$ cat config.mk
export PLATFORM = sky130hd
export DESIGN_NAME = ex_muldiv
export DESIGN_NICKNAME = d
export VERILOG_FILES = /design/src/rtl/ex_muldiv.sv
export SDC_FILE = /design/constraint.sdc
export NUM_CORES = 1
export LEC_CHECK = 0
export CORE_MARGIN = 5
export CORE_UTILIZATION = 50
export DETAILED_ROUTE_END_ITERATION = 6
export PLACE_DENSITY = 0.73
export SETUP_SLACK_MARGIN = 0.3
export SLEW_MARGIN = 20
export SYNTH_ARGS = -nofsm -noshare
export SYNTH_HDL_FRONTEND = slang
export SYNTH_SLANG_ARGS = --single-unit
$ cat constraint.sdc
create_clock -name clk -period 3.9 [get_ports clk]
set_input_delay 0.39 -clock clk [delete_from_list [all_inputs] [get_ports clk]]
set_output_delay 0.39 -clock clk [all_outputs]
set_load 0.05 [all_outputs]
$ cat src/rtl/ex_muldiv.sv
// EX-stage iterative multiply/divide unit owning the HI/LO register pair.
// The restoring divider (DIV/DIVU) is built only when MULDIV_DIV_EN is defined.
module ex_muldiv #(
    parameter int OP_W = 4
) (
    input  logic            clk,
    input  logic            rst_n,
    input  logic [OP_W-1:0] op,
    input  logic            start,
    input  logic            flush,
    input  logic [31:0]     rs_val,
    input  logic [31:0]     rt_val,
    output logic            stall,
    output logic            busy,
    output logic            done,
    output logic [31:0]     hi,
    output logic [31:0]     lo
);
    localparam logic [OP_W-1:0] OP_MULT  = OP_W'(4'b1000);
    localparam logic [OP_W-1:0] OP_MULTU = OP_W'(4'b1001);
    localparam logic [OP_W-1:0] OP_MTHI  = OP_W'(4'b1100);
    localparam logic [OP_W-1:0] OP_MTLO  = OP_W'(4'b1101);
`ifdef MULDIV_DIV_EN
    localparam logic [OP_W-1:0] OP_DIV   = OP_W'(4'b1010);
    localparam logic [OP_W-1:0] OP_DIVU  = OP_W'(4'b1011);
`endif

    typedef enum logic [1:0] {IDLE, RUN, FIXUP} state_t;

    state_t      state;
    logic [5:0]  cnt;
    logic [63:0] acc;      // {upper, lower}: running product, or {remainder, quotient}
    logic [31:0] opb;      // multiplicand / divisor magnitude
    logic        neg_lo;   // negate the product, or the quotient

    logic        op_mul, op_div, op_signed, accept;
    logic [31:0] rs_mag, rt_mag;
    logic [32:0] mul_sum;
    logic [63:0] mul_next, acc_next, prod_fix;
    logic [31:0] res_hi, res_lo;

`ifdef MULDIV_DIV_EN
    logic        div_op, neg_hi, div_zero;
    logic [31:0] rs_hold;
    logic [32:0] div_shift, div_diff;
    logic [63:0] div_next;

    assign op_div    = (op == OP_DIV) || (op == OP_DIVU);
    assign op_signed = (op == OP_MULT) || (op == OP_DIV);
`else
    assign op_div    = 1'b0;
    assign op_signed = (op == OP_MULT);
`endif

    assign op_mul = (op == OP_MULT) || (op == OP_MULTU);
    assign accept = (state == IDLE) && start && !flush && (op_mul || op_div);
    assign busy   = (state != IDLE);
    // The FSM already reads IDLE during reset, so the accept term is gated by rst_n.
    assign stall  = busy || (accept && rst_n);

    assign rs_mag = (op_signed && rs_val[31]) ? -rs_val : rs_val;
    assign rt_mag = (op_signed && rt_val[31]) ? -rt_val : rt_val;

    // Shift-add: add the multiplicand on the low bit, then shift the pair right.
    assign mul_sum  = {1'b0, acc[63:32]} + (acc[0] ? {1'b0, opb} : 33'd0);
    assign mul_next = {mul_sum, acc[31:1]};
    assign prod_fix = neg_lo ? -acc : acc;

`ifdef MULDIV_DIV_EN
    // Restoring divide: shift the pair left, keep the trial subtraction if it did not borrow.
    assign div_shift = acc[63:31];
    assign div_diff  = div_shift - {1'b0, opb};
    assign div_next  = div_diff[32] ? {div_shift[31:0], acc[30:0], 1'b0}
                                    : {div_diff[31:0],  acc[30:0], 1'b1};
    assign acc_next  = div_op ? div_next : mul_next;

    assign res_hi = !div_op  ? prod_fix[63:32] :
                    div_zero ? rs_hold :
                    neg_hi   ? -acc[63:32] : acc[63:32];
    assign res_lo = !div_op  ? prod_fix[31:0] :
                    div_zero ? 32'hFFFF_FFFF :
                    neg_lo   ? -acc[31:0] : acc[31:0];
`else
    assign acc_next = mul_next;
    assign res_hi   = prod_fix[63:32];
    assign res_lo   = prod_fix[31:0];
`endif

    always_ff @(posedge clk or negedge rst_n) begin
        if (!rst_n) begin
            state  <= IDLE;
            cnt    <= '0;
            acc    <= '0;
            opb    <= '0;
            neg_lo <= 1'b0;
            done   <= 1'b0;
            hi     <= '0;
            lo     <= '0;
`ifdef MULDIV_DIV_EN
            div_op   <= 1'b0;
            neg_hi   <= 1'b0;
            div_zero <= 1'b0;
            rs_hold  <= '0;
`endif
        end else begin
            // NOTE: non-blocking assignments keep every register sampling pre-edge values.
            done <= 1'b0;
            case (state)
                IDLE: begin
                    if (accept) begin
                        state  <= RUN;
                        cnt    <= '0;
                        acc    <= {32'd0, rs_mag};
                        opb    <= rt_mag;
                        neg_lo <= op_signed && (rs_val[31] ^ rt_val[31]);
`ifdef MULDIV_DIV_EN
                        div_op   <= op_div;
                        neg_hi   <= op_signed && rs_val[31];
                        div_zero <= (rt_val == 32'd0);
                        rs_hold  <= rs_val;
`endif
                    end else if (start && !flush && op == OP_MTHI) begin
                        hi <= rs_val;
                    end else if (start && !flush && op == OP_MTLO) begin
                        lo <= rs_val;
                    end
                end
                // 32 step cycles plus one terminal-count cycle give the 34-edge latency.
                RUN: begin
                    if (flush) begin
                        state <= IDLE;
                    end else if (cnt == 6'd32) begin
                        state <= FIXUP;
                    end else begin
                        acc <= acc_next;
                        cnt <= cnt + 6'd1;
                    end
                end
                FIXUP: begin
                    state <= IDLE;
                    if (!flush) begin
                        hi   <= res_hi;
                        lo   <= res_lo;
                        done <= 1'b1;
                    end
                end
                default: state <= IDLE;
            endcase
        end
    end
endmodule

Yosys cells after proc, flatten, opt, wreduce, memory -nomap -nowiden --
Cells that the tools add are included.
Cells by class: equal/unequal tests 16, muxes and demuxes 27, add/subtract/negate cells 5, bitwise gates (word level) 1, reductions and logical operators 22
Operator list (number):
- 32-bit 2-to-1 mux | 10
- 64-bit 2-to-1 mux | 4
- 32-bit one-hot mux with 2 select lines | 2
- 64-bit one-hot mux with 2 select lines | 1
- 32-bit negator | 2
- 64-bit negator | 1
- 32-bit by 32-bit adder with 33-bit output | 1
- 6-bit 2-to-1 mux | 3
- 4-bit == test, second input constant | 4
- 2-bit inequality test, second input constant | 6
- 6-bit one-hot mux with 2 select lines | 1
- 1-bit logical AND | 10
- 4-bit AND reduction | 2
- 6-bit by 1-bit adder with 6-bit output, second input constant | 1
- 6-bit == test, second input constant | 1
- 2-bit 2-to-1 mux | 3
- 2-bit nonzero test | 3
- 5-bit AND reduction | 1
- 2-bit by 1-bit inequality test with 1-bit output, second input constant | 2
- 2-bit one-hot mux with 2 select lines | 1
- 2-bit AND reduction | 2
- 3-bit inequality test, second input constant | 1
- 2-bit by 1-bit == test with 1-bit output, second input constant | 1
- 2-bit == test, second input constant | 1
- 5 further kinds | 7
Word-level totals: bits of input ports 72, output and inout port bits 67, flip-flop bits (word level) 170, logic and storage cells 79

Depth between registers and ports, before layout --
depth in word-level cells 7, mapped depth 13, depth with buffers taken out 11

Worst setup path after synthesis --
Ideal clock, no wire load.
path kind reg2reg, from register acc[0], to register acc[54], path buffers 3, setup slack 0.993 ns, required time 3.831 ns, data arrival time 2.838 ns, library setup time 0.069 ns, stages on the path, launching flop included 12, period minus slack after synthesis 2.907 ns, path through dfrtp_1 -> clkbuf_2 -> clkbuf_1 -> and2_1 -> ha_1 -> clkbuf_1 -> a21o_1 -> nor2_1 -> a2111oi_0 -> a21oi_1 -> or4_1 -> nand3_1
Between the ends: word-level cells in the longest chain between the ends 5
Ends and longest elaborated chain:
- start: declaration | RTL line 32 | logic [63:0] acc;
- start signal: assignment | RTL line 113 | acc <= {32'd0, rs_mag};
- start signal: assignment | RTL line 135 | acc <= acc_next;
- 32-bit 2-to-1 mux | RTL line 65 | assign mul_sum = {1'b0, acc[63:32]} + (acc[0] ? {1'b0, opb} : 33'd0);
- 32-bit by 32-bit adder with 33-bit output | RTL line 65
- 64-bit 2-to-1 mux | RTL line 132 | end else if (cnt == 6'd32) begin
- 64-bit 2-to-1 mux | RTL line 130 | if (flush) begin
- 64-bit one-hot mux with 2 select lines | RTL line 108 | case (state)
Every way passes these cells. The select of a mux whose other input is x is not followed. A chain may end at the register's enable or synchronous reset.

Worst setup path in the final report --
from register acc[0], to register acc[61]
Same word-level chain as after synthesis.

==> impl_metrics.yaml <==
outcome:
  status: "finished clean"
clock_tree:
  hold_buffers: 1
  post_cts_buffers: 0
  cts-htree-levels: 4
  cts_tree: "done"
  clk_latency_ps: 440
  cts_buffer_depth: 2
  cts_resized: 0
  clk_pin_slew_ps: 70
  cts_sinks: 170
  cts_root_buf: "clkbuf_16"
  cts_buffers: 17
synthesis:
  synth_edf_count: 0
  yosys-top-cells-area: "dfrtp_1 36%, o21ai_0 6.7%, xor2_1 6.0%"
  ys_types: 73
  synth.avg_cell_area_sq_um: 8.33
  ys_seq_area_frac: 0.362
  synthArstFlopShare: 1.00
  ys.flop_type: "dfrtp_1"
  yosysTopAreaCellShare: 0.362
  synth_cells: 1410
  netlist_area_sq_um: 11700
  synth_nets: 1520
  synth_top_area_cell: "dfrtp_1"
  synth-seq-cells: 170
  yosysWarningCount: 0
sta:
  rsz0062_at_grt: "no"
  slew_viol_final: 0
  hold_slack_ps: 338
  setup-tns-final_ps: 0
  worst_slew_pin_slew_ps: 1000
  fmax_mhz: 322
  fin_crit_sh: 0.797
  period_minus_slack_ps: 3110
  skew_ps: 10.2
  max_slew_margin: 0.331
  final_hold_viol_count: 0
  finalSetupViolCount: 0
critical_path:
  cp-start-kind: "flop"
  reg2reg_depth: 10
  arrival_ps: 3440
  cp_max_fo: 29
  path_class: "reg -> reg"
  crit_path_end_kind: "flop"
  cp.required_ps: 4230
die:
  pin_count: 139
  initial_core_util: 0.505
  die_h_microns: 163
  die_area_sq_um: 26600
  die_x_microns: 163
  coreArea_sq_um: 23300
  rows: 56
layout:
  layout-drive-gt1-share: 0.0622
  area_growth_pct: 19.9
  diodes: 0
  layout_common_cells: "170 x dfrtp_1, 167 x nand2_1, 158 x o21ai_0, 137 x clkdlybuf4s50_1, 115 x a21oi_1"
  finish.utilization: 0.605
  design_area_sq_um: 14100
  layout_commonest_cell: "dfrtp_1"
  fill_cells: 2139
  final_nets: 1624
global_routing:
  grt_pass1_vias: 10639
  grtUsageTotal: 0.262
  grt_max_degree: 156
  overflow: 0
  grt_antenna_before_repair: 0
  grt_pass1_wl_microns: 55600
run:
  maxCapViolCount: 0
pwr:
  finalPower_mw: 8.06
  p_per_area_nw_per_um2: 573
  power.leakage_nw: 5.89
  vdd_drop_max_uv: 258
place:
  io_buffers: 138
  placed_area_sq_um: 13500
  dp_hpwl_microns: 26000
  place.gp.congestion: 0.958
route:
  viasPerCell: 6.06
  drt-initial-drc-count: 1070
  remaining_drc_errors: 0
  ant_nets: 0
  wl_per_cell_microns: 19.1
  wl_microns: 35200
  vias: 11178
  drt_first_pass_iters: 6
worst_hold_path:
  hold_class: "in -> async"
-- cell usage after synthesis (5+ instances only) --
cell / n
nor4_1: 16
nand3_1: 33
o22ai_1: 10
nor2b_1: 7
clkbuf_1: 78
o211ai_1: 7
nor3b_1: 7
mux2i_1: 6
nand2_1: 167
o21bai_1: 8
or3_1: 16
nor3_1: 24
and3_1: 7
and2_1: 37
o41ai_1: 14
o31ai_1: 35
a22oi_1: 5
a21oi_1: 115
a31oi_1: 8
inv_1: 22
xor2_1: 81
nand4_1: 20
nor2_1: 110
or4_1: 14
o21a_1: 5
o21ai_0: 158
nand2b_1: 9
ha_1: 37
nand3b_1: 8
o221ai_1: 7
a211oi_1: 9
a221oi_1: 13
a21o_1: 32
xnor2_1: 55
dfrtp_1: 170
-- routing by layer --
metal / vias to the layer above / track usage / wire, microns
li1: 5320 / - / -
met1: 5311 / 0.345 / 14900
met2: 462 / 0.438 / 16500
met3: 85 / 0.0389 / 2690
met4: 0 / 0.0984 / 1110
met5: - / 0 / 0
-- path summary, 6_finish.rpt --
kind,end,slack [ps],startpoint
max in group asynchronous,hi[31],2480,rst_n
worst max-delay path,acc[61],790,acc[0]
worst min register to register,opb[20],470,opb[20]
worst min-delay path,acc[7],340,rst_n
min in group clk,opb[20],470,opb[20]
worst max register to register,acc[61],790,acc[0]
-- critical path, stage by stage (launching register included) --
cell and delay (ps):
dfrtp_1 530, buf_4 290, and2_1 200, ha_1 280, nor2b_1 160, o2111ai_1 250, a211oi_1 170, nor3b_1 420
nor3_1 110, or3_1 320, a32o_1 250
-- cell families after synthesis --
family | after synthesis | synth area share
multiplexers | 7 | 0.00607
adder cells (fa/ha/maj) | 38 | 0.0411
AND/OR/NAND/NOR | 497 | 0.213
AO/OA/AOI/OAI | 455 | 0.241
XOR/XNOR | 136 | 0.101
buffers and inverters | 107 | 0.0354
flip-flops | 170 | 0.362
-- metrics by stage --
stage | setup slack (ps) | cells
final | 792 | 1846
after global routing | 631 | 1846
after CTS | 797 | 1846
after detailed placement | 508 | 1813
after global placement | 595 | 1813
after floorplan | 993 | 1410
-- flip-flops by register name, indices dropped and copies added, names as in the netlist --
register	flops
lo	32
neg_lo	1
opb	32
state	2
cnt	6
acc	64
hi	32
done	1
-- layout make-up --
| type | instances | area (sq um) | share of cell area |
|---|---|---|---|
| Clock buffer | 17 | 425 | 0.0302 |
| Tap cell | 319 | 399 | 0.0284 |
| Timing Repair Buffer | 169 | 1640 | 0.117 |
| Inverter | 23 | 86.3 | 0.00613 |
| Sequential cell | 170 | 4250 | 0.302 |
| Multi-Input combinational cell | 1133 | 7100 | 0.505 |
| Clock inverter | 15 | 165 | 0.0117 |
-- power breakdown --
| part | switching [mW] | internal (mW) | leakage (nW) |
|---|---|---|---|
| combinational | 2.13 | 1.38 | 3.43 |
| clock | 0.773 | 0.955 | 0.283 |
| sequential | 0.602 | 2.22 | 2.17 |
Power figures use the tool's default switching activity.
